===== src/rtl/imem_if.sv =====
`default_nettype none
// ============================================================================
// Module   : imem_if
// Purpose  : Fetch-side and ROM-side signal bundle for imem_server.
// Revision : 1.0 - initial release
// ============================================================================
interface imem_if;
  logic        re_i;
  logic        redirect_i;
  logic [31:0] redirect_pc_i;
  logic        mem_req_o;
  logic [31:0] mem_addr_o;
  logic [31:0] mem_rdata_i;
  logic [31:0] instr_o;
  logic [31:0] pc_o;
  logic        empty_o;

  modport slave (
    input  re_i, redirect_i, redirect_pc_i, mem_rdata_i,
    output mem_req_o, mem_addr_o, instr_o, pc_o, empty_o
  );

  modport master (
    output re_i, redirect_i, redirect_pc_i, mem_rdata_i,
    input  mem_req_o, mem_addr_o, instr_o, pc_o, empty_o
  );
endinterface
`default_nettype wire


===== src/rtl/imem_server.sv =====
`default_nettype none
// ============================================================================
// Module   : imem_server
// Purpose  : PC owner and prefetch FIFO in front of a 1-cycle-latency ROM.
// Revision : 1.0 - initial release
// ============================================================================
module imem_server #(
  parameter logic [31:0] RESET_PC = 32'h0000_0000,
  parameter int          DEPTH    = 4
) (
  input  logic   clk,
  input  logic   rst_n,
  imem_if.slave  bus
);
  localparam int              c_AW    = $clog2(DEPTH);
  localparam logic [c_AW+1:0] c_DEPTH = (c_AW+2)'(DEPTH);
  localparam logic [c_AW:0]   c_ONE   = (c_AW+1)'(1);

  logic [31:0]   r_pc;
  logic [31:0]   r_inflight_pc;
  logic          r_inflight;
  logic [c_AW:0] r_wr;
  logic [c_AW:0] r_rd;
  logic [31:0]   r_fifo_pc   [DEPTH];
  logic [31:0]   r_fifo_word [DEPTH];

  logic [c_AW:0]   w_count;
  logic [c_AW+1:0] w_used;
  logic            w_empty;
  logic            w_req;
  logic            w_pop;
  logic [c_AW-1:0] w_head;

  // Occupancy plus the outstanding read bounds requests, so a push always has room.
  always_comb begin
    w_count = r_wr - r_rd;
    w_used  = {1'b0, w_count} + {{(c_AW+1){1'b0}}, r_inflight};
    w_empty = (r_wr == r_rd);
    w_req   = !bus.redirect_i && (w_used < c_DEPTH);
    w_pop   = bus.re_i && !w_empty && !bus.redirect_i;
    w_head  = r_rd[c_AW-1:0];
  end

  assign bus.mem_req_o  = w_req;
  assign bus.mem_addr_o = r_pc;
  assign bus.empty_o    = w_empty;
  assign bus.instr_o    = w_empty ? 32'h0 : r_fifo_word[w_head];
  assign bus.pc_o       = w_empty ? 32'h0 : r_fifo_pc[w_head];

  always_ff @(posedge clk or negedge rst_n) begin
    if (!rst_n) begin
      r_pc          <= RESET_PC;
      r_inflight_pc <= 32'h0;
      r_inflight    <= 1'b0;
      r_wr          <= '0;
      r_rd          <= '0;
    end else if (bus.redirect_i) begin
      // Dropping inflight discards the response that lands next cycle.
      r_pc       <= bus.redirect_pc_i & 32'hFFFF_FFFC;
      r_inflight <= 1'b0;
      r_wr       <= '0;
      r_rd       <= '0;
    end else begin
      if (w_req) begin
        r_pc          <= r_pc + 32'd4;
        r_inflight_pc <= r_pc;
      end
      r_inflight <= w_req;
      if (r_inflight) r_wr <= r_wr + c_ONE;
      if (w_pop)      r_rd <= r_rd + c_ONE;
    end
  end

  always_ff @(posedge clk) begin
    if (r_inflight && !bus.redirect_i) begin
      r_fifo_pc[r_wr[c_AW-1:0]]   <= r_inflight_pc;
      r_fifo_word[r_wr[c_AW-1:0]] <= bus.mem_rdata_i;
    end
  end

  a_no_overflow: assert property (@(posedge clk) disable iff (!rst_n)
    !(r_inflight && !bus.redirect_i && !w_pop && (w_count == c_DEPTH[c_AW:0])));

endmodule
`default_nettype wire


===== src/flat_wrapper.sv =====
// flat-port wrapper written by rule: the top's interface ports become plain ports
module imem_server_flat 
#(
  parameter logic [31:0] RESET_PC = 32'h0000_0000,
  parameter int          DEPTH    = 4
)
  (clk, rst_n, bus_re_i, bus_redirect_i, bus_redirect_pc_i, bus_mem_rdata_i, bus_mem_req_o, bus_mem_addr_o, bus_instr_o, bus_pc_o, bus_empty_o);
  imem_if bus_i ();
  input  logic clk;
  input  logic rst_n;
  input wire logic [$bits(bus_i.re_i)-1:0] bus_re_i;
  input wire logic [$bits(bus_i.redirect_i)-1:0] bus_redirect_i;
  input wire logic [$bits(bus_i.redirect_pc_i)-1:0] bus_redirect_pc_i;
  input wire logic [$bits(bus_i.mem_rdata_i)-1:0] bus_mem_rdata_i;
  output wire logic [$bits(bus_i.mem_req_o)-1:0] bus_mem_req_o;
  output wire logic [$bits(bus_i.mem_addr_o)-1:0] bus_mem_addr_o;
  output wire logic [$bits(bus_i.instr_o)-1:0] bus_instr_o;
  output wire logic [$bits(bus_i.pc_o)-1:0] bus_pc_o;
  output wire logic [$bits(bus_i.empty_o)-1:0] bus_empty_o;
  assign bus_i.re_i = bus_re_i;
  assign bus_i.redirect_i = bus_redirect_i;
  assign bus_i.redirect_pc_i = bus_redirect_pc_i;
  assign bus_i.mem_rdata_i = bus_mem_rdata_i;
  assign bus_mem_req_o = bus_i.mem_req_o;
  assign bus_mem_addr_o = bus_i.mem_addr_o;
  assign bus_instr_o = bus_i.instr_o;
  assign bus_pc_o = bus_i.pc_o;
  assign bus_empty_o = bus_i.empty_o;
  imem_server #(.RESET_PC(RESET_PC), .DEPTH(DEPTH)) u_core (.clk(clk), .rst_n(rst_n), .bus(bus_i));
endmodule

===== config.mk =====
export PLATFORM = sky130hd
export DESIGN_NAME = imem_server_flat
export DESIGN_NICKNAME = d
export VERILOG_FILES = /design/src/rtl/imem_if.sv /design/src/rtl/imem_server.sv /design/src/flat_wrapper.sv
export SDC_FILE = /design/constraint.sdc
export NUM_CORES = 1
export LEC_CHECK = 0
export BUFFER_PORTS_ARGS = -buffer_cell sky130_fd_sc_hd__buf_2
export CAP_MARGIN = 20
export CORE_ASPECT_RATIO = 0.8
export CORE_MARGIN = 2
export CORE_UTILIZATION = 37
export CTS_BUF_LIST = sky130_fd_sc_hd__clkbuf_4
export DETAILED_ROUTE_END_ITERATION = 7
export GPL_ROUTABILITY_DRIVEN = 0
export MAX_ROUTING_LAYER = met4
export RECOVER_POWER = 100
export SYNTH_ARGS = -nofsm -noshare
export SYNTH_HDL_FRONTEND = slang
export SYNTH_SLANG_ARGS = --single-unit

===== constraint.sdc =====
create_clock -name clk -period 7.21 [get_ports clk]
set_input_delay 0.721 -clock clk [delete_from_list [all_inputs] [get_ports clk]]
set_output_delay 0.721 -clock clk [all_outputs]
set_load 0.02 [all_outputs]

# Word-level counts from Yosys, hierarchy flattened
# Memories as Yosys holds them, arrays and structs flattened.
# Cells that the tools add are included.
# totals
memories,2
reg_bits,71
ramBits,256
in_bits,68
output_inout_bits,98
elab_cells,36
# memory_table
name,words,width,read_ports,rd_clocked_by_memory_dff,wr,line,source
u_core.r_fifo_pc,4,32,1,0,1,imem_server.sv:24,logic [31:0] r_fifo_pc [DEPTH];
u_core.r_fifo_word,4,32,1,0,1,imem_server.sv:25,logic [31:0] r_fifo_word [DEPTH];
# op_classes
add_sub_neg,5
magnitude_cmp,1
reduce_logical,10
bitwise,1
n_mux,11
eq_ne,1
# ops
operator,count
two-way mux 32 bit,4
"adder 32 x 3 -> 32 bit, second input constant",1
two-way mux 3 bit,4
"adder 3 x 1 -> 3 bit, second input constant",2
nonzero test 2 bit,3
adder 3 x 1 -> 4 bit,1
logical AND 1 bit,4
"< comparator 4 x 3 -> 1 bit, second input constant",1
== test 3 bit,1
two-way mux 1 bit,3
subtractor 3 bit,1
logical NOT 1 bit,2
AND reduction 2 bit,1
inverter 1 bit,1

# Depth between registers and ports, before layout
# depth
word_depth,6
depth_mapped,10
depth_no_buf,9

# Worst setup path after synthesis
# OpenSTA, ideal clock, no wires.
# synth_timing
kind,register to output
from,reg u_core.r_rd[1]
to,out bus_mem_req_o
path_stages_with_launch,9
n_path_buf,3
required_ns,6.489
arrival_time_ns,2.727
slack_ns,3.762
path_cell_list,dfrtp_1 > clkbuf_1 > clkbuf_1 > inv_1 > fa_1 > xor3_4 > nand2_1 > nor2_1 > clkbuf_1
# synth_between
elab_chain_cells,4
# synth_rtl
element,line,source
start: declaration,imem_server.sv:23,logic [c_AW:0] r_rd;
start signal: assignment,imem_server.sv:70,if (w_pop) r_rd <= r_rd + c_ONE;
subtractor 3 bit,imem_server.sv:36,w_count = r_wr - r_rd;
adder 3 x 1 -> 4 bit,imem_server.sv:37,"w_used = {1'b0, w_count} + {{(c_AW+1){1'b0}}, r_inflight};"
< comparator 4 x 3 -> 1 bit,imem_server.sv:39,w_req = !bus.redirect_i && (w_used < c_DEPTH);
logical AND 1 bit,imem_server.sv:39,
end: declaration,flat_wrapper.sv:15,output wire logic [$bits(bus_i.mem_req_o)-1:0] bus_mem_req_o;
# Every way passes these cells.

# Final worst setup path
# layout_timing
from,reg u_core.r_rd[0]
to,out bus_pc_o[7]
# layout_between
elab_chain_cells,2
# layout_rtl
element,line,source
memory read (4 x 32 bit) / == test 3 bit (equally long branches),-,
two-way mux 32 bit (*),imem_server.sv:48,assign bus.pc_o = w_empty ? 32'h0 : r_fifo_pc[w_head];
end: declaration,flat_wrapper.sv:18,output wire logic [$bits(bus_i.pc_o)-1:0] bus_pc_o;
# Mark *: on every way between the ends. The rest lies on a longest branch, timed or not.

==> impl_metrics.py <==
metrics = {
    "run_status": {
        "outcome": "finished, violations left",
        "violations": "max-capacitance violations, max-slew violations",
    },
    "worst_setup_path": {
        "cpLargestDelayFamily": "flip-flops",
        "timing.rr.end": "u_core.r_inflight_pc[4]$_DFFE_PN0P_",
        "crit_path_top_delay_cell": "dfrtp_1",
        "r2r_start": "u_core.r_rd[0]$_DFFE_PN0P_",
        "crit_arrival_ns": 4.02,
        "worst_ep_required_time_ns": 6.49,
        "crit_type": "register to output port",
        "reg2reg_depth": 8,
        "path_max_fanout": 49,
        "cp-start-kind": "register",
        "cp_num_buf_inv": 2,
        "crit_chain": "ha_1 -> and3_1 -> buf_4 -> nor2b_1 -> clkbuf_1",
        "slowest_delay_ns": 1.31,
        "worst_setup_path_end_kind": "output port",
        "rrSetupSlack_ns": 2.48,
    },
    "min_path": {
        "min_to": "u_core.bus.mem_addr_o[4]$_DFFE_PN0P_",
        "hold_class": "primary input to register",
        "min_path_cells": 3,
        "min-delay-start": "bus_redirect_pc_i[4]",
    },
    "synth": {
        "synth-seq-cells": 315,
        "synthesis.area_um2": 12700,
        "synthCells": 708,
        "yosysMostFrequentCell": "edfxtp_1",
        "synth.largest_area_cell": "edfxtp_1",
        "synth_top_area_share_pct": 58.7,
        "synthArstFlopShare_pct": 21.3,
        "syn_avg_cell_area_um2": 17.9,
        "yosys-top-cells-count": "edfxtp_1 (248), dfrtp_1 (67), nor2b_1 (64), mux4_2 (62), nand2_1 (40)",
        "synth_area_leaders": "edfxtp_1 (59%), dfrtp_1 (13%), mux4_2 (11%)",
        "ys_types": 37,
        "synth_edf_count": 248,
        "synth_ff_type": "edfxtp_1",
        "yosysSeqAreaShare_pct": 72.0,
        "yosys_warnings": 0,
    },
    "clock_tree": {
        "cts_resized": 0,
        "cts_tree": "done",
        "insertion_delay_ns": 0.69,
        "clock_sinks": 315,
        "cts_made_buffers": 81,
        "cts_setup_buffers": 0,
        "clk_pin_slew_worst_paths_ns": 0.07,
        "cts_buffer_depth": 3,
        "cts.htree.levels": 3,
        "holdBufCountCts": 0,
        "root_buffer": "clkbuf_4",
    },
    "power_and_ir_drop": {
        "cellPowerDensity_nw_per_um2": 400,
        "total_power_uw": 5920,
        "ir_drop_mv": 0.217,
        "p_leak_uw": 0.00503,
    },
    "routing": {
        "routed-via-count": 7031,
        "dr.first_iter.drc_count": 487,
        "wire_per_inst_um": 19.1,
        "finalWirelength_mm": 27.1,
        "drc": 0,
        "ant_nets": 0,
        "first_pass_iters": 5,
        "vias_per_cell": 4.94,
    },
    "timing": {
        "fmax_ghz": 0.211,
        "setup_tns_ns": 0,
        "worstMarginPinSlew_ns": 3.76,
        "period_needed_ns": 4.74,
        "hold_ws_ns": 0.223,
        "setup_viol": 0,
        "maxSlewHeadroom_pct": -151,
        "finalCritPeriodShare_pct": 65.8,
        "rsz0062_at_grt": "no",
        "hold_viol_final": 0,
        "slew_viol_final": 419,
        "setup_ws_ns": 2.47,
        "worst_clock_skew_ns": 0.0352,
    },
    "grt": {
        "grt_first_pass_wirelength_mm": 41.9,
        "grt_max_degree": 68,
        "grt-ovfl-total": 0,
        "grt_pass1_vias": 7209,
        "antenna_found_initial": 1,
        "track_usage_pct": 16.0,
    },
    "place": {
        "dpl.cell_count": 1271,
        "pre_cts_ws_ns": 3.84,
        "io_buffers": 159,
        "dp_hpwl_mm": 15.8,
    },
    "floorplanning": {
        "die-area_um2": 35800,
        "die_w_um": 211,
        "core_um2": 33700,
        "pin_count": 166,
        "num_rows": 60,
        "die_h_um": 170,
        "start_util_pct": 37.6,
    },
    "final_layout": {
        "post_route_cells_drive_above_1_share_pct": 27.3,
        "areaGrowthSynthToFinish_pct": 16.8,
        "fin_nets": 997,
        "stdcell_count": 1422,
        "fillers": 3093,
    },
    "run": {
        "drv_cap": 7,
    },
}
## layer usage
layer | vias to the layer above | global-route usage, % | routed length [um]
met3 | 49 | 4.59 | 1990
met4 | 0 | 5.51 | 573
met5 | - | - | 0
met2 | 253 | 22.3 | 11600
met1 | 3532 | 22.5 | 13000
li1 | 3197 | - | -
## layout by cell type (no fill, tap or decap), types with 2 or more instances in the layout
cell type  netlist  routed
nor2_1          16      16
clkinv_1         0      12
edfxtp_1       248     248
nor4_1           3       3
xnor2_1         20      20
buf_4            4       3
nand4_1         14      14
buf_2            2      34
nand2_1         40      40
mux2_2          33      33
dfrtp_1         67      66
and2_1           4       4
or4_1            3       4
nand3b_1         2       2
nor2b_1         64      64
or3_1            2       2
clkbuf_4         0     128
ha_1             8       8
nand3_1         10      10
xor2_1          13      13
mux2i_1          3       3
mux4_2          62      62
inv_2            0       3
clkbuf_1        26     128
inv_1            7       7
conb_1           1       4
and3_1           3       3
o21ai_0         25      25
nor3_1          12      12
diode_2          0       5
## power breakdown
part / switching, uW / internal [uW] / total (uW)
sequential: 237 / 2360 / 2600
combinational: 1110 / 657 / 1770
clock: 704 / 840 / 1540
## per-stage QoR
stage	utilization (%)	area (um^2)
2_1_floorplan	-	12700
3_3_place_gp	41.3	13900
3_5_place_dp	41.3	13900
4_1_cts	44.5	15000
5_1_grt	43.9	14800
6_report	43.9	14800
## worst max-delay path by stage
stage	startpoint	to	slack, ns	depth (start not counted)
4_1_cts	u_core.r_rd[0]$_DFFE_PN0P_	bus_instr_o[18]	3.04	4
5_1_grt	u_core.r_rd[0]$_DFFE_PN0P_	bus_pc_o[14]	1.87	5
3_3_place_gp	u_core.r_rd[0]$_DFFE_PN0P_	u_core.bus.mem_addr_o[17]$_DFFE_PN0P_	3.82	8
2_1_floorplan	u_core.r_rd[1]$_DFFE_PN0P_	bus_mem_req_o	3.76	8
6_report	u_core.r_rd[0]$_DFFE_PN0P_	bus_pc_o[7]	2.47	5
3_5_place_dp	u_core.r_rd[0]$_DFFE_PN0P_	u_core.bus.mem_addr_o[27]$_DFFE_PN0P_	3.84	8
## kinds of logic (layout without fill, tap and decap cells)
group | count (synthesis) | in the layout | synth area share (%)
flip-flops | 315 | 315 | 72.0
other | 1 | 9 | 0.0296
multiplexers | 98 | 98 | 14.2
AO/OA/AOI/OAI | 27 | 27 | 1.11
AND/OR/NAND/NOR | 177 | 177 | 7.54
adder cells (fa/ha/maj) | 9 | 9 | 0.947
XOR/XNOR | 35 | 35 | 2.68
buffers and inverters | 46 | 318 | 1.56
## flip-flops by register name, summed over array words and instances, names as in the netlist
| register | cells |
|---|---|
| u_core.r_rd | 3 |
| u_core.r_inflight_pc | 30 |
| u_core.bus.mem_addr_o | 30 |
| u_core.r_wr | 3 |
| u_core.r_fifo_pc | 120 |
| u_core.r_fifo_word | 128 |
| u_core.r_inflight | 1 |
## worst reg2reg max path, cell delays in order (launching register included)
cell and delay, ns:
dfrtp_1 1.31, ha_1 0.31, inv_1 0.05, fa_1 0.38, xor3_4 0.47, nand2_1 0.10
nor2_1 0.20, clkbuf_1 1.33, mux2_2 0.47
## cell type report
| cell class | instances | area (um^2) | share of cell area, % |
|---|---|---|---|
| Sequential cell | 315 | 9130 | 61.6 |
| Multi-Input combinational cell | 350 | 3360 | 22.7 |
| Clock buffer | 128 | 961 | 6.49 |
| Timing Repair Buffer | 165 | 673 | 4.55 |
| Tap cell | 434 | 543 | 3.67 |
| Clock inverter | 18 | 100 | 0.676 |
| Inverter | 7 | 26.3 | 0.177 |
| Antenna cell | 5 | 12.5 | 0.0845 |
(Power assumes the default switching activity.)
